**src/rtl/decode_stage_pkg.sv**
```systemverilog
// Shared RV32I decode types: control word, opcodes, ALU/encoding enums, ID/EX payload.
package common;

  localparam int unsigned ILEN = 32;
  localparam int unsigned RIDX = 5;

  localparam logic [6:0] OPC_OP     = 7'b0110011;
  localparam logic [6:0] OPC_OP_IMM = 7'b0010011;
  localparam logic [6:0] OPC_LOAD   = 7'b0000011;
  localparam logic [6:0] OPC_STORE  = 7'b0100011;
  localparam logic [6:0] OPC_BRANCH = 7'b1100011;
  localparam logic [6:0] OPC_JAL    = 7'b1101111;
  localparam logic [6:0] OPC_JALR   = 7'b1100111;
  localparam logic [6:0] OPC_LUI    = 7'b0110111;
  localparam logic [6:0] OPC_AUIPC  = 7'b0010111;

  typedef enum logic [3:0] {
    ALU_ADD, ALU_SUB, ALU_SLL, ALU_SLT, ALU_SLTU, ALU_XOR,
    ALU_SRL, ALU_SRA, ALU_OR, ALU_AND, ALU_PASS_B
  } alu_op_t;

  typedef enum logic [2:0] {
    ENC_NONE, ENC_R, ENC_I, ENC_S, ENC_B, ENC_U, ENC_J
  } encoding_t;

  typedef struct packed {
    alu_op_t   alu_op;
    logic      alu_src;
    logic      mem_read;
    logic      mem_write;
    logic      reg_write;
    logic      mem_to_reg;
    logic      is_branch;
    logic      is_jump;
    encoding_t encoding;
    logic      illegal;
  } control_type;

  localparam control_type NOP_CONTROL = '0;

  typedef struct packed {
    logic              valid;
    control_type       ctrl;
    logic [ILEN-1:0]   data1;
    logic [ILEN-1:0]   data2;
    logic [ILEN-1:0]   imm;
    logic [ILEN-1:0]   pc;
    logic              cmp;
    logic [RIDX-1:0]   rs1;
    logic [RIDX-1:0]   rs2;
    logic [RIDX-1:0]   rd;
  } idex_t;

  // funct7[5] only selects SUB for register ops; shifts use it for both forms
  function automatic alu_op_t alu_from_funct(input logic [2:0] f3, input logic f7b5,
                                             input logic is_reg);
    case (f3)
      3'd0:    return (is_reg && f7b5) ? ALU_SUB : ALU_ADD;
      3'd1:    return ALU_SLL;
      3'd2:    return ALU_SLT;
      3'd3:    return ALU_SLTU;
      3'd4:    return ALU_XOR;
      3'd5:    return f7b5 ? ALU_SRA : ALU_SRL;
      3'd6:    return ALU_OR;
      default: return ALU_AND;
    endcase
  endfunction

endpackage

```
**src/rtl/decode_stage_regfile.sv**
```systemverilog
// 32x32 register file: x0 reads zero, synchronous clear, write-back bypass on reads.
module register_file #(
  parameter int unsigned XLEN  = 32,
  parameter int unsigned NREGS = 32,
  parameter int unsigned AW    = 5
) (
  input  logic            clk,
  input  logic            rst_n,
  input  logic            we,
  input  logic [AW-1:0]   waddr,
  input  logic [XLEN-1:0] wdata,
  input  logic [AW-1:0]   raddr1,
  input  logic [AW-1:0]   raddr2,
  output logic [XLEN-1:0] rdata1,
  output logic [XLEN-1:0] rdata2
);

  logic [XLEN-1:0] regs_q [NREGS];
  logic [XLEN-1:0] regs_d [NREGS];
  logic            wr_en;

  assign wr_en = we && (waddr != '0);

  always_comb begin
    regs_d = regs_q;
    if (wr_en) regs_d[waddr] = wdata;
  end

  always_ff @(posedge clk) begin
    if (!rst_n) regs_q <= '{default: '0};
    else        regs_q <= regs_d;
  end

  always_comb begin
    rdata1 = '0;
    rdata2 = '0;
    if (raddr1 != '0) rdata1 = (wr_en && waddr == raddr1) ? wdata : regs_q[raddr1];
    if (raddr2 != '0) rdata2 = (wr_en && waddr == raddr2) ? wdata : regs_q[raddr2];
  end

endmodule

```
**src/rtl/decode_stage.sv**
```systemverilog
// RV32I decode stage: instruction decode, operand read, load-use detection, ID/EX register.
module decode_stage
  import common::*;
#(
  parameter int unsigned XLEN  = 32,
  parameter int unsigned NREGS = 32
) (
  input  logic            clk,
  input  logic            rst_n,
  input  logic [31:0]     instruction_in,
  input  logic [31:0]     pc_in,
  input  logic            compflg_in,
  input  logic            valid_in,
  input  logic            flush,
  input  logic            wb_reg_write,
  input  logic [4:0]      wb_rd,
  input  logic [XLEN-1:0] wb_data,
  output logic            stall_out,
  output logic [XLEN-1:0] data1,
  output logic [XLEN-1:0] data2,
  output logic [31:0]     immediate_data,
  output control_type     control_out,
  output logic            compflg_out,
  output logic [31:0]     program_counter,
  output logic [4:0]      rs1_id,
  output logic [4:0]      rs2_id,
  output logic [4:0]      rd_id,
  output logic            valid_out
);

  idex_t           idex_q, idex_d;
  control_type     ctrl_c;
  logic [31:0]     imm_c;
  logic            uses_rs1_c, uses_rs2_c, hazard_c;
  logic [XLEN-1:0] rdata1, rdata2;
  logic [4:0]      rs1_f, rs2_f, rd_f;
  logic [31:0]     ins;

  assign ins   = instruction_in;
  assign rs1_f = ins[19:15];
  assign rs2_f = ins[24:20];
  assign rd_f  = ins[11:7];

  register_file #(.XLEN(XLEN), .NREGS(NREGS), .AW(5)) u_rf (
    .clk   (clk),
    .rst_n (rst_n),
    .we    (wb_reg_write),
    .waddr (wb_rd),
    .wdata (wb_data),
    .raddr1(rs1_f),
    .raddr2(rs2_f),
    .rdata1(rdata1),
    .rdata2(rdata2)
  );

  // Opcode decode and immediate generation
  always_comb begin
    ctrl_c = NOP_CONTROL;
    imm_c  = '0;
    case (ins[6:0])
      OPC_OP: begin
        ctrl_c.encoding  = ENC_R;
        ctrl_c.reg_write = 1'b1;
        ctrl_c.alu_op    = alu_from_funct(ins[14:12], ins[30], 1'b1);
      end
      OPC_OP_IMM: begin
        ctrl_c.encoding  = ENC_I;
        ctrl_c.reg_write = 1'b1;
        ctrl_c.alu_src   = 1'b1;
        ctrl_c.alu_op    = alu_from_funct(ins[14:12], ins[30], 1'b0);
        imm_c            = {{20{ins[31]}}, ins[31:20]};
      end
      OPC_LOAD: begin
        ctrl_c.encoding   = ENC_I;
        ctrl_c.reg_write  = 1'b1;
        ctrl_c.alu_src    = 1'b1;
        ctrl_c.mem_read   = 1'b1;
        ctrl_c.mem_to_reg = 1'b1;
        imm_c             = {{20{ins[31]}}, ins[31:20]};
      end
      OPC_STORE: begin
        ctrl_c.encoding  = ENC_S;
        ctrl_c.alu_src   = 1'b1;
        ctrl_c.mem_write = 1'b1;
        imm_c            = {{20{ins[31]}}, ins[31:25], ins[11:7]};
      end
      OPC_BRANCH: begin
        ctrl_c.encoding  = ENC_B;
        ctrl_c.is_branch = 1'b1;
        ctrl_c.alu_op    = ALU_SUB;
        imm_c            = {{19{ins[31]}}, ins[31], ins[7], ins[30:25], ins[11:8], 1'b0};
      end
      OPC_JAL: begin
        ctrl_c.encoding  = ENC_J;
        ctrl_c.is_jump   = 1'b1;
        ctrl_c.reg_write = 1'b1;
        ctrl_c.alu_src   = 1'b1;
        imm_c            = {{11{ins[31]}}, ins[31], ins[19:12], ins[20], ins[30:21], 1'b0};
      end
      OPC_JALR: begin
        ctrl_c.encoding  = ENC_I;
        ctrl_c.is_jump   = 1'b1;
        ctrl_c.reg_write = 1'b1;
        ctrl_c.alu_src   = 1'b1;
        imm_c            = {{20{ins[31]}}, ins[31:20]};
      end
      OPC_LUI, OPC_AUIPC: begin
        ctrl_c.encoding  = ENC_U;
        ctrl_c.reg_write = 1'b1;
        ctrl_c.alu_src   = 1'b1;
        ctrl_c.alu_op    = (ins[6:0] == OPC_LUI) ? ALU_PASS_B : ALU_ADD;
        imm_c            = {ins[31:12], 12'b0};
      end
      default: ctrl_c.illegal = 1'b1;
    endcase
  end

  assign uses_rs1_c = ctrl_c.encoding inside {ENC_R, ENC_I, ENC_S, ENC_B};
  assign uses_rs2_c = ctrl_c.encoding inside {ENC_R, ENC_S, ENC_B};

  // Load in ID/EX whose destination the incoming instruction needs; flush overrides
  assign hazard_c = idex_q.valid && idex_q.ctrl.mem_read && (idex_q.rd != '0) && valid_in &&
                    ((uses_rs1_c && rs1_f == idex_q.rd) || (uses_rs2_c && rs2_f == idex_q.rd));
  assign stall_out = hazard_c && !flush;

  always_comb begin
    idex_d = '0;
    if (!flush && !stall_out && valid_in) begin
      idex_d.valid = 1'b1;
      idex_d.ctrl  = ctrl_c;
      idex_d.data1 = rdata1;
      idex_d.data2 = rdata2;
      idex_d.imm   = imm_c;
      idex_d.pc    = pc_in;
      idex_d.cmp   = compflg_in;
      idex_d.rs1   = rs1_f;
      idex_d.rs2   = rs2_f;
      idex_d.rd    = rd_f;
    end
  end

  always_ff @(posedge clk) begin
    if (!rst_n) idex_q <= '0;
    else        idex_q <= idex_d;
  end

  assign valid_out       = idex_q.valid;
  assign control_out     = idex_q.ctrl;
  assign data1           = idex_q.data1;
  assign data2           = idex_q.data2;
  assign immediate_data  = idex_q.imm;
  assign program_counter = idex_q.pc;
  assign compflg_out     = idex_q.cmp;
  assign rs1_id          = idex_q.rs1;
  assign rs2_id          = idex_q.rs2;
  assign rd_id           = idex_q.rd;

endmodule

```
**config.mk**
```make
export PLATFORM = sky130hd
export DESIGN_NAME = decode_stage
export DESIGN_NICKNAME = d
export VERILOG_FILES = /design/src/rtl/decode_stage_pkg.sv /design/src/rtl/decode_stage_regfile.sv /design/src/rtl/decode_stage.sv
export SDC_FILE = /design/constraint.sdc
export NUM_CORES = 2
export LEC_CHECK = 0
export CAP_MARGIN = 20
export CORE_MARGIN = 5
export CORE_UTILIZATION = 40
export CTS_BUF_LIST = sky130_fd_sc_hd__clkbuf_16
export DETAILED_ROUTE_END_ITERATION = 8
export PLACE_DENSITY = 0.63
export RECOVER_POWER = 50
export SYNTH_ARGS = -nofsm -noshare
export SYNTH_HDL_FRONTEND = slang
export SYNTH_SLANG_ARGS = --single-unit
export TNS_END_PERCENT = 1
```
**constraint.sdc**
```tcl
create_clock -name clk -period 2.3 [get_ports clk]
set_input_delay 0.46 -clock clk [delete_from_list [all_inputs] [get_ports clk]]
set_output_delay 0.46 -clock clk [all_outputs]
set_load 0.05 [all_outputs]
```
==> reports/qor_table.md <==
| Parameter | This run |
|---|---|
| Clock tree from TritonCTS | yes |
| Count leader, synth | sky130_fd_sc_hd__nand2_1 |
| Result of the run | finished with violations |
| Dominant cells by area after synthesis | sky130_fd_sc_hd__dfxtp_1, sky130_fd_sc_hd__mux4_2, sky130_fd_sc_hd__nand2_1 |
| CP Capture Type | output pin |
| Inserted Clock Buffers | 132 |
| Pre-antenna DRT Iters | 6 |
| Final critical delay including setup and external delays | 2.59 ns |
| Y dimension of the die | 396 um |
| Final cycle utilization of the critical path | 113% |
| Number of placement rows | 141 |
| Final hold vios | 0 |
| Synth top cells by count | sky130_fd_sc_hd__nand2_1, sky130_fd_sc_hd__dfxtp_1, sky130_fd_sc_hd__a21boi_0 |
| Routed len/inst | 27.6 um |
| Die boundary width | 396 um |
| Placer congestion estimate | 0.947 |
| Post-route setup TNS | -0.307 ns |
| Crit path arrival time | 2.13 ns |
| Synth Warn # | 0 |
| HP Class | in -> reg |
| DRC violations left | 0 |
| Number of different library cells in the post-synthesis netlist | 61 |
| H-tree level count | 4 |
| Clock tree root buffer cell | sky130_fd_sc_hd__clkbuf_16 |
| Number of top-level pins | 268 |
| Util after Layout | 49.2% |
| Yosys top cell area share | 39.7% |
| Number of global-route vias before repair | 51249 |
| Post-Syn Nets | 6528 |
| Yosys reg bits | 1183 |
| Maximum resistive drop on vdd | 0.591 mV |
| Power density over the cells | 652 nW/um2 |
| DRC violation total after the first TritonRoute iteration | 6779 |
| Dpl hpwl | 158 mm |
| Std-Cell Core Area | 148000 um2 |
| Cell taking the most area after synthesis | sky130_fd_sc_hd__dfxtp_1 |
| Input/output buffers | 267 |
| Clock sinks | 1183 |
| Unrepaired setup endpoints after global routing | true |
| Total Die Area | 157000 um2 |
| Mean Syn Cell Area | 9.30 um2 |
| Number of failing setup endpoints in the final timing report | 2 |
| Kind of critical path | reg -> out |
| Clock transition at the registers of the reported paths | 0.06 ns |
| Post-route cell area | 72900 um2 |
| Number of stages on the worst hold path | 3 |
| Required time at the worst-slack endpoint | 1.84 ns |
| Most used DFF post-synth | sky130_fd_sc_hd__dfxtp_1 |
| Clock latency on the worst-skew pair | 0.79 ns |
| Synth Instances | 6421 |
| Max Root-Sink Buffers | 3 |
| Global-route wire length before repair | 351 mm |
| Maximum fanout along the worst path | 4 |
| Vias post-DR | 53414 |
| Post-Place Cell Area | 68600 um2 |
| Max Cap Violations | 2 |
| Setup WS post-layout | -0.289 ns |
| Vias per Instance | 6.09 |
| R2R cell count | 9 |
| Cell area after technology mapping | 59700 um2 |
| Wirelength, routed | 242 mm |
| Signed area change from the synthesized netlist to the final layout | 22.1% |
| Worst setup SP type | flop |
| Largest net degree at the start of global routing | 199 |
| Worst setup timing slack at the placement stage | -0.620 ns |
| Ratio of cells with drive above 1 in the final layout | 20.2% |
| Part of the Yosys area used for sequential elements | 39.7% |
| Remaining Overflow, GRT | 0 |
| Filler Cell Count | 13535 |
| Initial antenna violation count | 8 |
| Total Routing Usage GR | 29.9% |
| Final-stage net count | 6837 |
| Relative slew slack | -28.0% |
| Violations in the final reports | max-capacitance violations, max-slew violations, negative setup slack |
| Leakage Power | 25.7 nW |
| Number of enable flip-flop cells after synthesis | 0 |
| Post-layout power | 0.0475 W |
| Count of pins over their slew limit | 286 |
| Fmax | 0.386 GHz |
| Clock Skew | 0.0204 ns |
| Async S/R FF share, synth | 0% |
| Final ANT Viol Nets | 0 |
| Starting Density | 40.3% |
| Worst Tran Pin Value | 1.92 ns |
[sequential cells by signal (all words and copies together) (netlist names)]
register,flops
rs2_id,5
data1,32
data2,32
program_counter,32
rs1_id,5
compflg_out,1
u_rf.regs_q,1024
rd_id,5
valid_out,1
immediate_data,32
control_out,14
[layer usage]
layer	global-route usage, %	wire (um)	vias up
li1	-	-	23010
met5	0	26	-
met2	43.2	102000	3622
met3	8.63	31500	684
met1	40.4	95100	26094
met4	15.7	13700	4
[report_power, final]
part / internal [W] / switching [W]
registers: 0.0207 / 0.000134
clock network: 0.0126 / 0.00917
logic: 0.00199 / 0.00295
[area by class of cell]
| class | instances | area, um2 | area share (%) |
|---|---|---|---|
| Inverter | 9 | 36.3 | 0.0498 |
| Multi-Input combinational cell | 4554 | 33300 | 45.7 |
| Sequential cell | 1183 | 23700 | 32.5 |
| Antenna cell | 3 | 7.51 | 0.0103 |
| Tap cell | 1930 | 2410 | 3.31 |
| Clock inverter | 101 | 907 | 1.24 |
| Clock buffer | 138 | 3450 | 4.74 |
| Timing Repair Buffer | 850 | 9060 | 12.4 |
[cells in the final DEF, fill, tap and decap left out, types with 33 or more instances in the layout]
| cell | netlist | routed |
|---|---|---|
| sky130_fd_sc_hd__a21boi_0 | 935 | 935 |
| sky130_fd_sc_hd__a21boi_1 | 57 | 57 |
| sky130_fd_sc_hd__a21oi_1 | 85 | 85 |
| sky130_fd_sc_hd__a221o_1 | 42 | 42 |
| sky130_fd_sc_hd__a221oi_1 | 40 | 40 |
| sky130_fd_sc_hd__and3_1 | 55 | 55 |
| sky130_fd_sc_hd__buf_12 | 2 | 176 |
| sky130_fd_sc_hd__buf_4 | 20 | 412 |
| sky130_fd_sc_hd__clkbuf_16 | 0 | 138 |
| sky130_fd_sc_hd__clkdlybuf4s50_1 | 0 | 96 |
| sky130_fd_sc_hd__dfxtp_1 | 1183 | 1173 |
| sky130_fd_sc_hd__dlygate4sd2_1 | 0 | 140 |
| sky130_fd_sc_hd__mux2i_1 | 236 | 236 |
| sky130_fd_sc_hd__mux4_2 | 462 | 462 |
| sky130_fd_sc_hd__nand2_1 | 2080 | 2048 |
| sky130_fd_sc_hd__nor2_1 | 143 | 110 |
| sky130_fd_sc_hd__nor2_4 | 0 | 33 |
| sky130_fd_sc_hd__nor3_1 | 87 | 87 |
| sky130_fd_sc_hd__o21ai_0 | 49 | 49 |
| sky130_fd_sc_hd__o22ai_1 | 45 | 45 |
[worst max-delay path, cell delays in order, from the launching register on]
cell and delay (ns):
sky130_fd_sc_hd__dfxtp_4 0.38, sky130_fd_sc_hd__xnor2_2 0.19, sky130_fd_sc_hd__nand4_1 0.11, sky130_fd_sc_hd__nor4_2 0.16
sky130_fd_sc_hd__buf_4 0.16, sky130_fd_sc_hd__o21ai_4 0.08, sky130_fd_sc_hd__nor2_4 0.12, sky130_fd_sc_hd__buf_12 0.14
[logic make-up after synthesis]
kind of cell           share of synthesized area [%]
AND/OR/NAND/NOR                                 16.4
AO/OA/AOI/OAI                                   16.8
flip-flops                                      39.7
multiplexers                                    21.5
buffers and inverters                           5.26
XOR/XNOR                                       0.293
[path summary, 6_finish.rpt]
check                                        start                to  slack (ns)
worst max register to register            rd_id[1]          data2[7]        0.04
worst max-delay path                      rd_id[2]         stall_out       -0.29
worst min register to register    u_rf.regs_q[505]  u_rf.regs_q[505]        0.47
worst min-delay path            instruction_in[15]         rs1_id[0]        0.20
[metrics by stage]
stage               cells  hold slack (ns)
floorplan            6421            0.442
global placement     8525            0.451
detailed placement   8525            0.459
CTS                  8765          0.00686
global route         8766            0.170
finish               8768            0.199
[timing repair]
item                       in CTS  in global routing
setup buffers                   1                  0
setup endpoints to repair     159                 12
hold buffers                    0                  0
resized for setup             188                 15
pin swaps                       5                  0
(Power assumes the default switching activity.)
